`config.mk`:
```
export PLATFORM = sky130hd
export DESIGN_NAME = cpu_rst_ctrl
export DESIGN_NICKNAME = d
export VERILOG_FILES = /design/src/rtl/cpu_rst_ctrl_pkg.sv /design/src/rtl/cpu_rst_ctrl_chan.sv /design/src/rtl/cpu_rst_ctrl.sv
export SDC_FILE = /design/constraint.sdc
export NUM_CORES = 1
export LEC_CHECK = 0
export ABC_AREA = 1
export CAP_MARGIN = 15
export CORE_UTILIZATION = 45
export CTS_BUF_LIST = sky130_fd_sc_hd__clkbuf_4
export CTS_CLUSTER_DIAMETER = 30
export DETAILED_ROUTE_END_ITERATION = 10
export PLACE_DENSITY = 0.67
export SYNTH_ARGS = -nofsm -noshare
export SYNTH_HDL_FRONTEND = slang
export SYNTH_HIERARCHICAL = 1
export SYNTH_SLANG_ARGS = --single-unit
```
`constraint.sdc`:
```
create_clock -name clk_i -period 1.48 [get_ports clk_i]
set_input_delay 0.148 -clock clk_i [delete_from_list [all_inputs] [get_ports clk_i]]
set_output_delay 0.148 -clock clk_i [all_outputs]
set_load 0.02 [all_outputs]
```
`src/rtl/cpu_rst_ctrl_pkg.sv`:
```
// Shared definitions for the CPU reset controller: channel FSM state
// encoding and the reset-cause codes reported on cause_o.
package cpu_rst_ctrl_pkg;

  typedef enum logic [1:0] {
    ST_POR      = 2'd0,
    ST_RUN      = 2'd1,
    ST_DBG_HOLD = 2'd2,
    ST_STRETCH  = 2'd3
  } state_e;

  localparam logic [1:0] CAUSE_POR = 2'd0;
  localparam logic [1:0] CAUSE_DBG = 2'd1;
  localparam logic [1:0] CAUSE_SW  = 2'd2;
  localparam logic [1:0] CAUSE_WDT = 2'd3;

endpackage

```
`src/rtl/cpu_rst_ctrl_chan.sv`:
```
// One CPU reset channel: power-on hold, debug hold, software/watchdog
// stretched resets. The watchdog exists only when CPU_RST_CTRL_WDT_EN
// is defined; otherwise wdt_kick_i is ignored and cause WDT never occurs.
module cpu_rst_ctrl_chan
  import cpu_rst_ctrl_pkg::*;
#(
  parameter int POR_CYCLES     = 16,
  parameter int STRETCH_CYCLES = 8,
  parameter int WDT_LIMIT      = 50000000
) (
  input  logic       clk_i,
  input  logic       rst_i,
  input  logic       dbg_run_i,
  input  logic       sw_rst_i,
  input  logic       wdt_kick_i,
  output logic       rst_cpu_o,
  output logic       armed_o,
  output logic [1:0] cause_o
);

  localparam int POR_W = $clog2(POR_CYCLES + 1);
  localparam int STR_W = $clog2(STRETCH_CYCLES + 1);

  state_e           state_q, state_d;
  logic [POR_W-1:0] por_q, por_d;
  logic [STR_W-1:0] str_q, str_d;
  logic [1:0]       cause_q, cause_d;
  logic             armed_q, armed_d;
  logic             rst_q, rst_d;
  logic             dbg_stop;
  logic             wdt_expire;

  // A debug stop only counts once the bridge has shown it is alive.
  assign dbg_stop = armed_q && !dbg_run_i;

`ifdef CPU_RST_CTRL_WDT_EN
  localparam int WDT_W = $clog2(WDT_LIMIT + 1);

  logic [WDT_W-1:0] wdt_q, wdt_d;

  // Watchdog: counts un-kicked RUN cycles, fires on the cycle the count reaches the limit.
  always_comb begin
    wdt_expire = (state_q == ST_RUN) && !wdt_kick_i &&
                 (wdt_q == WDT_W'(WDT_LIMIT - 1));
    wdt_d      = wdt_q + 1'b1;
    if ((state_q != ST_RUN) || wdt_kick_i || wdt_expire) begin
      wdt_d = '0;
    end
  end

  // Watchdog counter register.
  always_ff @(posedge clk_i or posedge rst_i) begin
    if (rst_i) begin
      wdt_q <= '0;
    end else begin
      wdt_q <= wdt_d;
    end
  end
`else
  logic unused_wdt_kick;

  assign wdt_expire      = 1'b0;
  assign unused_wdt_kick = wdt_kick_i;
`endif

  // Next-state logic; the reset output is registered from the next state.
  always_comb begin
    state_d = state_q;
    por_d   = por_q;
    str_d   = str_q;
    cause_d = cause_q;
    armed_d = armed_q | dbg_run_i;
    case (state_q)
      ST_POR: begin
        if (por_q == POR_W'(POR_CYCLES - 1)) begin
          state_d = ST_RUN;
        end else begin
          por_d = por_q + 1'b1;
        end
      end
      ST_RUN: begin
        if (dbg_stop) begin
          state_d = ST_DBG_HOLD;
          cause_d = CAUSE_DBG;
        end else if (wdt_expire) begin
          state_d = ST_STRETCH;
          str_d   = '0;
          cause_d = CAUSE_WDT;
        end else if (sw_rst_i) begin
          state_d = ST_STRETCH;
          str_d   = '0;
          cause_d = CAUSE_SW;
        end
      end
      ST_DBG_HOLD: begin
        // Releasing from debug still gives the core a full minimum pulse.
        if (dbg_run_i) begin
          state_d = ST_STRETCH;
          str_d   = '0;
        end
      end
      ST_STRETCH: begin
        if (dbg_stop) begin
          state_d = ST_DBG_HOLD;
          cause_d = CAUSE_DBG;
        end else if (sw_rst_i) begin
          str_d = '0;
        end else if (str_q == STR_W'(STRETCH_CYCLES - 1)) begin
          state_d = ST_RUN;
        end else begin
          str_d = str_q + 1'b1;
        end
      end
      default: begin
        state_d = ST_POR;
      end
    endcase
    rst_d = (state_d != ST_RUN);
  end

  // Channel FSM and registered outputs.
  always_ff @(posedge clk_i or posedge rst_i) begin
    if (rst_i) begin
      state_q <= ST_POR;
      por_q   <= '0;
      str_q   <= '0;
      cause_q <= CAUSE_POR;
      armed_q <= 1'b0;
      rst_q   <= 1'b1;
    end else begin
      state_q <= state_d;
      por_q   <= por_d;
      str_q   <= str_d;
      cause_q <= cause_d;
      armed_q <= armed_d;
      rst_q   <= rst_d;
    end
  end

  assign rst_cpu_o = rst_q;
  assign armed_o   = armed_q;
  assign cause_o   = cause_q;

endmodule

```
`src/rtl/cpu_rst_ctrl.sv`:
```
// CPU reset controller top: NUM_CPU independent reset channels.
// Define CPU_RST_CTRL_WDT_EN to include a per-channel watchdog.
module cpu_rst_ctrl
  import cpu_rst_ctrl_pkg::*;
#(
  parameter int NUM_CPU        = 1,
  parameter int POR_CYCLES     = 16,
  parameter int STRETCH_CYCLES = 8,
  parameter int WDT_LIMIT      = 50000000
) (
  input  logic                 clk_i,
  input  logic                 rst_i,
  input  logic [NUM_CPU-1:0]   dbg_run_i,
  input  logic [NUM_CPU-1:0]   sw_rst_i,
  input  logic [NUM_CPU-1:0]   wdt_kick_i,
  output logic [NUM_CPU-1:0]   rst_cpu_o,
  output logic [NUM_CPU-1:0]   armed_o,
  output logic [2*NUM_CPU-1:0] cause_o
);

  for (genvar n = 0; n < NUM_CPU; n++) begin : g_chan
    cpu_rst_ctrl_chan #(
      .POR_CYCLES    (POR_CYCLES),
      .STRETCH_CYCLES(STRETCH_CYCLES),
      .WDT_LIMIT     (WDT_LIMIT)
    ) u_chan (
      .clk_i     (clk_i),
      .rst_i     (rst_i),
      .dbg_run_i (dbg_run_i[n]),
      .sw_rst_i  (sw_rst_i[n]),
      .wdt_kick_i(wdt_kick_i[n]),
      .rst_cpu_o (rst_cpu_o[n]),
      .armed_o   (armed_o[n]),
      .cause_o   (cause_o[2*n +: 2])
    );
  end

endmodule
```
==> results of run 1 <==
metal layers:
metal / wire (µm) / GRT usage (%) / vias up
li1: - / - / 341
met1: 702 / 22.6 / 300
met2: 705 / 30.3 / 18
met3: 70 / 2.50 / 5
met4: 19 / 11.3 / 0
met5: 0 / 0 / -
layout by cell type, fill, tap and decap left out, drive strengths merged:
cell,instances
nand2,26
nor2,15
dfrtp,14
nand3,12
inv,11
o21ai,5
clkdlybuf4s50,5
buf,4
clkbuf,3
ha,3
xnor2,2
or2,2
nand4,2
a21oi,2
xor2,2
dlygate4sd2,2
clkinv,1
dfstp,1
where the power goes:
part           total [mW]  internal (mW)  switching (mW)
Sequential          0.547          0.480          0.0662
Combinational       0.249          0.118           0.131
Clock               0.240          0.100           0.140
Total                1.04          0.699           0.337
flip-flops by register name, summed over array words and instances, names as in the netlist:
name,flops
g_chan.u_chan/armed_o,1
g_chan.u_chan/por_q,5
g_chan.u_chan/str_q,4
g_chan.u_chan/state_q,2
g_chan.u_chan/rst_cpu_o,1
g_chan.u_chan/cause_o,2
area by class of cell:
type / count / share of cell area, %
Inverter: 11 / 4.42
Multi-Input combinational cell: 71 / 39.8
Clock buffer: 3 / 2.41
Sequential cell: 15 / 40.3
Tap cell: 16 / 2.14
Clock inverter: 1 / 0.535
Timing Repair Buffer: 11 / 10.4
how the worst min path moves through the flow:
| stage | cells past startpoint | start | to |
|---|---|---|---|
| finish | 3 | rst_i | g_chan[0].u_chan/por_q[0] |
| global route | 3 | rst_i | g_chan[0].u_chan/por_q[0] |
| CTS | 3 | rst_i | g_chan[0].u_chan/por_q[2] |
| detailed placement | 3 | rst_i | g_chan[0].u_chan/str_q[0] |
| global placement | 1 | g_chan[0].u_chan/por_q[3] | g_chan[0].u_chan/por_q[3] |
| floorplan | 1 | rst_i | g_chan[0].u_chan/armed_o |
metrics by stage:
stage | utilization, % | setup WS [ns] | cells
global route | 60.0 | 0.000752 | 128
global placement | 57.2 | 0.0949 | 124
finish | 60.0 | 0.0910 | 128
CTS | 59.0 | 0.0269 | 128
floorplan | - | 0.135 | 97
detailed placement | 57.2 | 0.0365 | 124
cells by family (layout without fill, tap and decap cells):
logic type / after synthesis / in the layout / share of synthesized area (%)
AOI/OAI and AO/OA: 7 / 7 / 4.54
adders and majority gates: 3 / 3 / 4.86
xor gates and xnor gates: 4 / 4 / 4.54
and+or+nand+nor: 57 / 57 / 31.9
buffers and inverters: 11 / 26 / 5.35
DFF: 15 / 15 / 48.8
timing repair:
action,4_1_cts,5_1_grt
pin swaps,0,2
buffers inserted,0,0
resized for setup,3,6
endpoints found under the setup margin,3,2
==> impl_metrics.ini, run 1 <==
[worst_setup_path]
path_buf_inv = 1
reg2reg_depth = 8
start_kind = register
end_kind = output port
crit_required_ns = 1.33
endpoint = cause_o[1]
r2r_slack_ns = 0.10
critPathKind = reg -> out
reg2reg_from = g_chan[0].u_chan/por_q[0]
cp.arrival_ns = 1.24
path_max_fanout = 2
cp-startpoint = g_chan[0].u_chan/cause_o[1]
cp_top_family = buffers and inverters
slowest_stage = clkdlybuf4s50_1
cp_slowest_stage_delay_ns = 0.60
critical_path_depth = 1
r2r_end = g_chan[0].u_chan/por_q[3]
crit_chain = clkdlybuf4s50_1

[cts]
clock_path_buffers = 2
ctsHoldBuffers = 0
cts_buffers = 3
h-tree-depth = 1
clk_pin_slew_ns = 0.10
cts_tree = done
cts_root_buf = clkbuf_4
clock-sinks = 15
clkLatencyLatePin_ns = 0.29

[sta]
rsz0062_at_grt = no
finalCritPeriodShare_pct = 93.8
finalHoldViolations = 0
worst_pin_slew_ns = 0.369
whs_ns = 0.152
finalSetupTns_ns = 0
skew_ns = 0.00340
min_period_ns = 1.39
slew_viol_final = 0
setup_viol = 0
max_slew_margin_pct = 75.3
fmax_mhz = 720

[yosys]
post-synth-top-area-cell = dfrtp_1
synth_edf_count = 0
synth_top_area_share_pct = 45.4
syn-instance-count = 97
synth_area_leaders = dfrtp_1 45%, nand2_1 12%, nand3_1 7.8%
async_flop_share_pct = 100
synth_nets = 105
synth-seq-area-share_pct = 48.8
syn-mean-instance-area_um2 = 7.96
yosysMostFrequentCell = nand2_1
ys.flop_type = dfrtp_1
synth_cell_types = 15
synth_seq_cells = 15
yosysWarnings = 6
synth_common_cells = 24 x nand2_1, 14 x dfrtp_1, 14 x nor2_1, 12 x nand3_1, 11 x inv_1
synthesis.area_um2 = 772

[power]
power_density_nw_per_um2 = 1110
power_mw = 1.04
irDropWorstVdd_mv = 0.707
p_leak_nw = 0.462

[floorplanning]
fp.dieW_um = 43.4
num_rows = 14
pin_count = 9
dieArea_um2 = 1890
initial_core_util_pct = 49.5
design.core.area_um2 = 1560
fp.dieH_um = 43.4

[route]
via_per_inst = 5.19
first_pass_iters = 6
drt-initial-drc-count = 16
route.detailed.drc = 0
wl_um = 1500
vias = 664
antenna_left = 0
wire_per_inst_um = 11.7

[global_route]
grt_max_degree = 16
grt.total_usage_pct = 18.3
grt-ovfl-total = 0
grt_pass1_wl_um = 2530
antenna_found_initial = 0
grt_pass1_vias = 638

[final_layout]
nets = 121
area_growth_pct = 21.1
drive_above_1_share_pct = 15.2
seq_area_um2 = 377
num-fill-cells = 146
multi_input_area_um2 = 372
finalInstanceArea_um2 = 935
n_antenna_cell = 0

[run_status]
status = finished clean

[placement]
io_buffers = 7
place_area_um2 = 892
hpwl_um = 1100
place.gp.congestion = 0.812

[flow_run]
cap_viol_max_count = 0

[min_path]
hp-class = in -> async
(Power assumes the default switching activity.)
==> inputs of run 2 (changes only) <==
- HOLD_SLACK_MARGIN: not set -> 0.1
==> results of run 2 <==
Final layout, timing and power as in run 1 (identical DEF).
==> inputs of run 3 (changes only) <==
- CORE_MARGIN: not set -> 10
- SYNTH_HIERARCHICAL: 1 -> not set
- clock period: 1.48 -> 1.3 ns (I/O delays scaled with it)
==> impl_metrics.ini, run 3 <==
[global_route]
grt_pass1_vias = 607
grt_pass1_wl_um = 2660
grt-ovfl-total = 0
antenna_found_initial = 0
grt.total_usage_pct = 9.56
grt_max_degree = 16

[yosys]
ys.flop_type = dfrtp_1
synth_cell_types = 18
yosysWarnings = 0
synth_edf_count = 0
syn-mean-instance-area_um2 = 8.32
synth_common_cells = 26 x nand2_1, 14 x dfrtp_1, 12 x inv_1, 11 x nor2_1, 6 x nand3_1
synth_nets = 100
synth-seq-area-share_pct = 49.2
syn-instance-count = 92
async_flop_share_pct = 100
synth_seq_cells = 15
yosysMostFrequentCell = nand2_1
synth_area_leaders = dfrtp_1 46%, nand2_1 13%, inv_1 5.9%
post-synth-top-area-cell = dfrtp_1
synth_top_area_share_pct = 45.8
synthesis.area_um2 = 766

[final_layout]
fin_cells = 132
nets = 125
final_util_pct = 64.3
largest_reg_flops = 5
n_antenna_cell = 0
finalInstanceArea_um2 = 1000
reg_top3 = g_chan.u_chan.por_q x5, g_chan.u_chan.str_q x4
top_register = g_chan.u_chan.por_q
area_growth_pct = 30.9
drive_above_1_share_pct = 31.0
layout_common_cells = 25 x nand2_1, 14 x buf_4, 13 x dfrtp_1, 10 x inv_1, 8 x nor2_1
layout_commonest_cell = nand2_1

[floorplanning]
pin_count = 9
fp.dieW_um = 61.3
dieArea_um2 = 3750
num_rows = 14
fp.dieH_um = 61.3
design.core.area_um2 = 1560
initial_core_util_pct = 49.1

[sta]
finalHoldViolations = 0
worst_pin_slew_ns = 0.248
min_period_ns = 1.39
max_slew_margin_pct = 83.3
finalCritPeriodShare_pct = 107
rsz0062_at_grt = yes
slew_viol_final = 0
setup_ws_ns = -0.0880
skew_ns = 0.00601
finalSetupTns_ns = -0.250
fmax_mhz = 720
setup_viol = 6

[placement]
place_area_um2 = 922
place_ws_ns = -0.114
placedCellCount = 123
place.gp.congestion = 0.838
io_buffers = 7
hpwl_um = 1130

[worst_setup_path]
crit_required_ns = 1.49
crit_chain = ha_2, inv_2, nor2_2, ha_2, inv_2, nand2_4, mux2_4
cp_slowest_stage_delay_ns = 0.36
critPathKind = reg -> reg
start_kind = register
path_buf_inv = 2
path_max_fanout = 5
cp.arrival_ns = 1.57
cp_top_family = flip-flops
end_kind = register
slowest_stage = dfrtp_1

[route]
dr.max_layer_used = met4
drt-initial-drc-count = 24
wire_per_inst_um = 12.6
via_per_inst = 4.95
met2_length_um = 780
wl_um = 1660
met3WireLength_um = 88
first_pass_iters = 5
antenna_left = 0
vias = 654
route.detailed.drc = 0
wl_met1_um = 766

[cts]
cts_tree = done
cts_buffers = 3
clock_path_buffers = 2
cts_root_buf = clkbuf_4
clk_pin_slew_ns = 0.10
h-tree-depth = 1
clkLatencyLatePin_ns = 0.29
clock-sinks = 15

[flow_run]
cap_viol_max_count = 0

[power]
power_density_nw_per_um2 = 820
irDropWorstVdd_mv = 0.630
p_leak_nw = 0.524

[run_status]
status = complete, but fails checks
violations = setup timing

[min_path]
hp-class = in -> async
[run 3: cell count changes after synthesis, sizes merged, moves of 2 or more]
| cell | change |
|---|---|
| nand2 | +2 |
| a21oi | -2 |
| nand3 | -5 |
| nor2 | -3 |
[run 3: final cells by class]
cell class / count / area [µm²]
Clock buffer: 3 / 22.5
Fill cell: 142 / 557
Multi-Input combinational cell: 64 / 360
Clock inverter: 1 / 5.00
Inverter: 12 / 45.0
Tap cell: 16 / 20.0
Sequential cell: 15 / 378
Timing Repair Buffer: 21 / 171
[run 3: power breakdown]
| group | switching, mW | internal [mW] |
|---|---|---|
| registers | 0.00780 | 0.473 |
| logic | 0.0374 | 0.0312 |
| clock network | 0.158 | 0.114 |
| total | 0.203 | 0.618 |
[run 3: repair_timing]
action	CTS	global route
pin swaps	2	5
setup endpoints to repair	10	12
hold buffers	0	0
buffers inserted	3	2
resized for setup	5	8
[run 3: metal layers]
metal,GRT usage [%],vias up
met1,11.9,288
li1,-,336
met4,4.89,0
met5,0,-
met2,14.5,22
met3,3.09,8
[run 3: path summary, 6_finish.rpt]
check | start | end | slack (ns) | depth (start not counted)
hold / removal | rst_i | g_chan[0].u_chan.por_q[0] | 0.13 | 3
max in group asynchronous | rst_i | g_chan[0].u_chan.rst_cpu_o | 0.93 | 3
setup reg to reg | g_chan[0].u_chan.por_q[0] | g_chan[0].u_chan.por_q[1] | -0.09 | 7
setup / recovery | g_chan[0].u_chan.por_q[0] | g_chan[0].u_chan.por_q[1] | -0.09 | 7
min in group clk_i | dbg_run_i | g_chan[0].u_chan.armed_o | 0.42 | 3
hold reg to reg | g_chan[0].u_chan.armed_o | g_chan[0].u_chan.armed_o | 0.48 | 2
[run 3: per-stage QoR]
step / power, mW / hold slack [ns]
after global placement: 0.554 / 0.447
final: 0.822 / 0.132
after CTS: 0.826 / 0.140
after floorplan: 0.525 / 0.0308
after detailed placement: 0.556 / 0.455
after global routing: 0.865 / 0.141
[run 3: cell families after synthesis]
kind of cell | after synthesis | share of synthesized area [%]
AO/OA/AOI/OAI | 5 | 3.27
adder cells (fa/ha/maj) | 3 | 4.90
flip-flops | 15 | 49.2
XOR/XNOR | 3 | 3.43
multiplexers | 1 | 1.96
AND/OR/NAND/NOR | 52 | 29.9
buffers and inverters | 13 | 7.35
[run 3: worst min-delay path, stage by stage]
cell and delay (ns):
clkdlybuf4s50_1 0.40, inv_1 0.05, buf_4 0.22
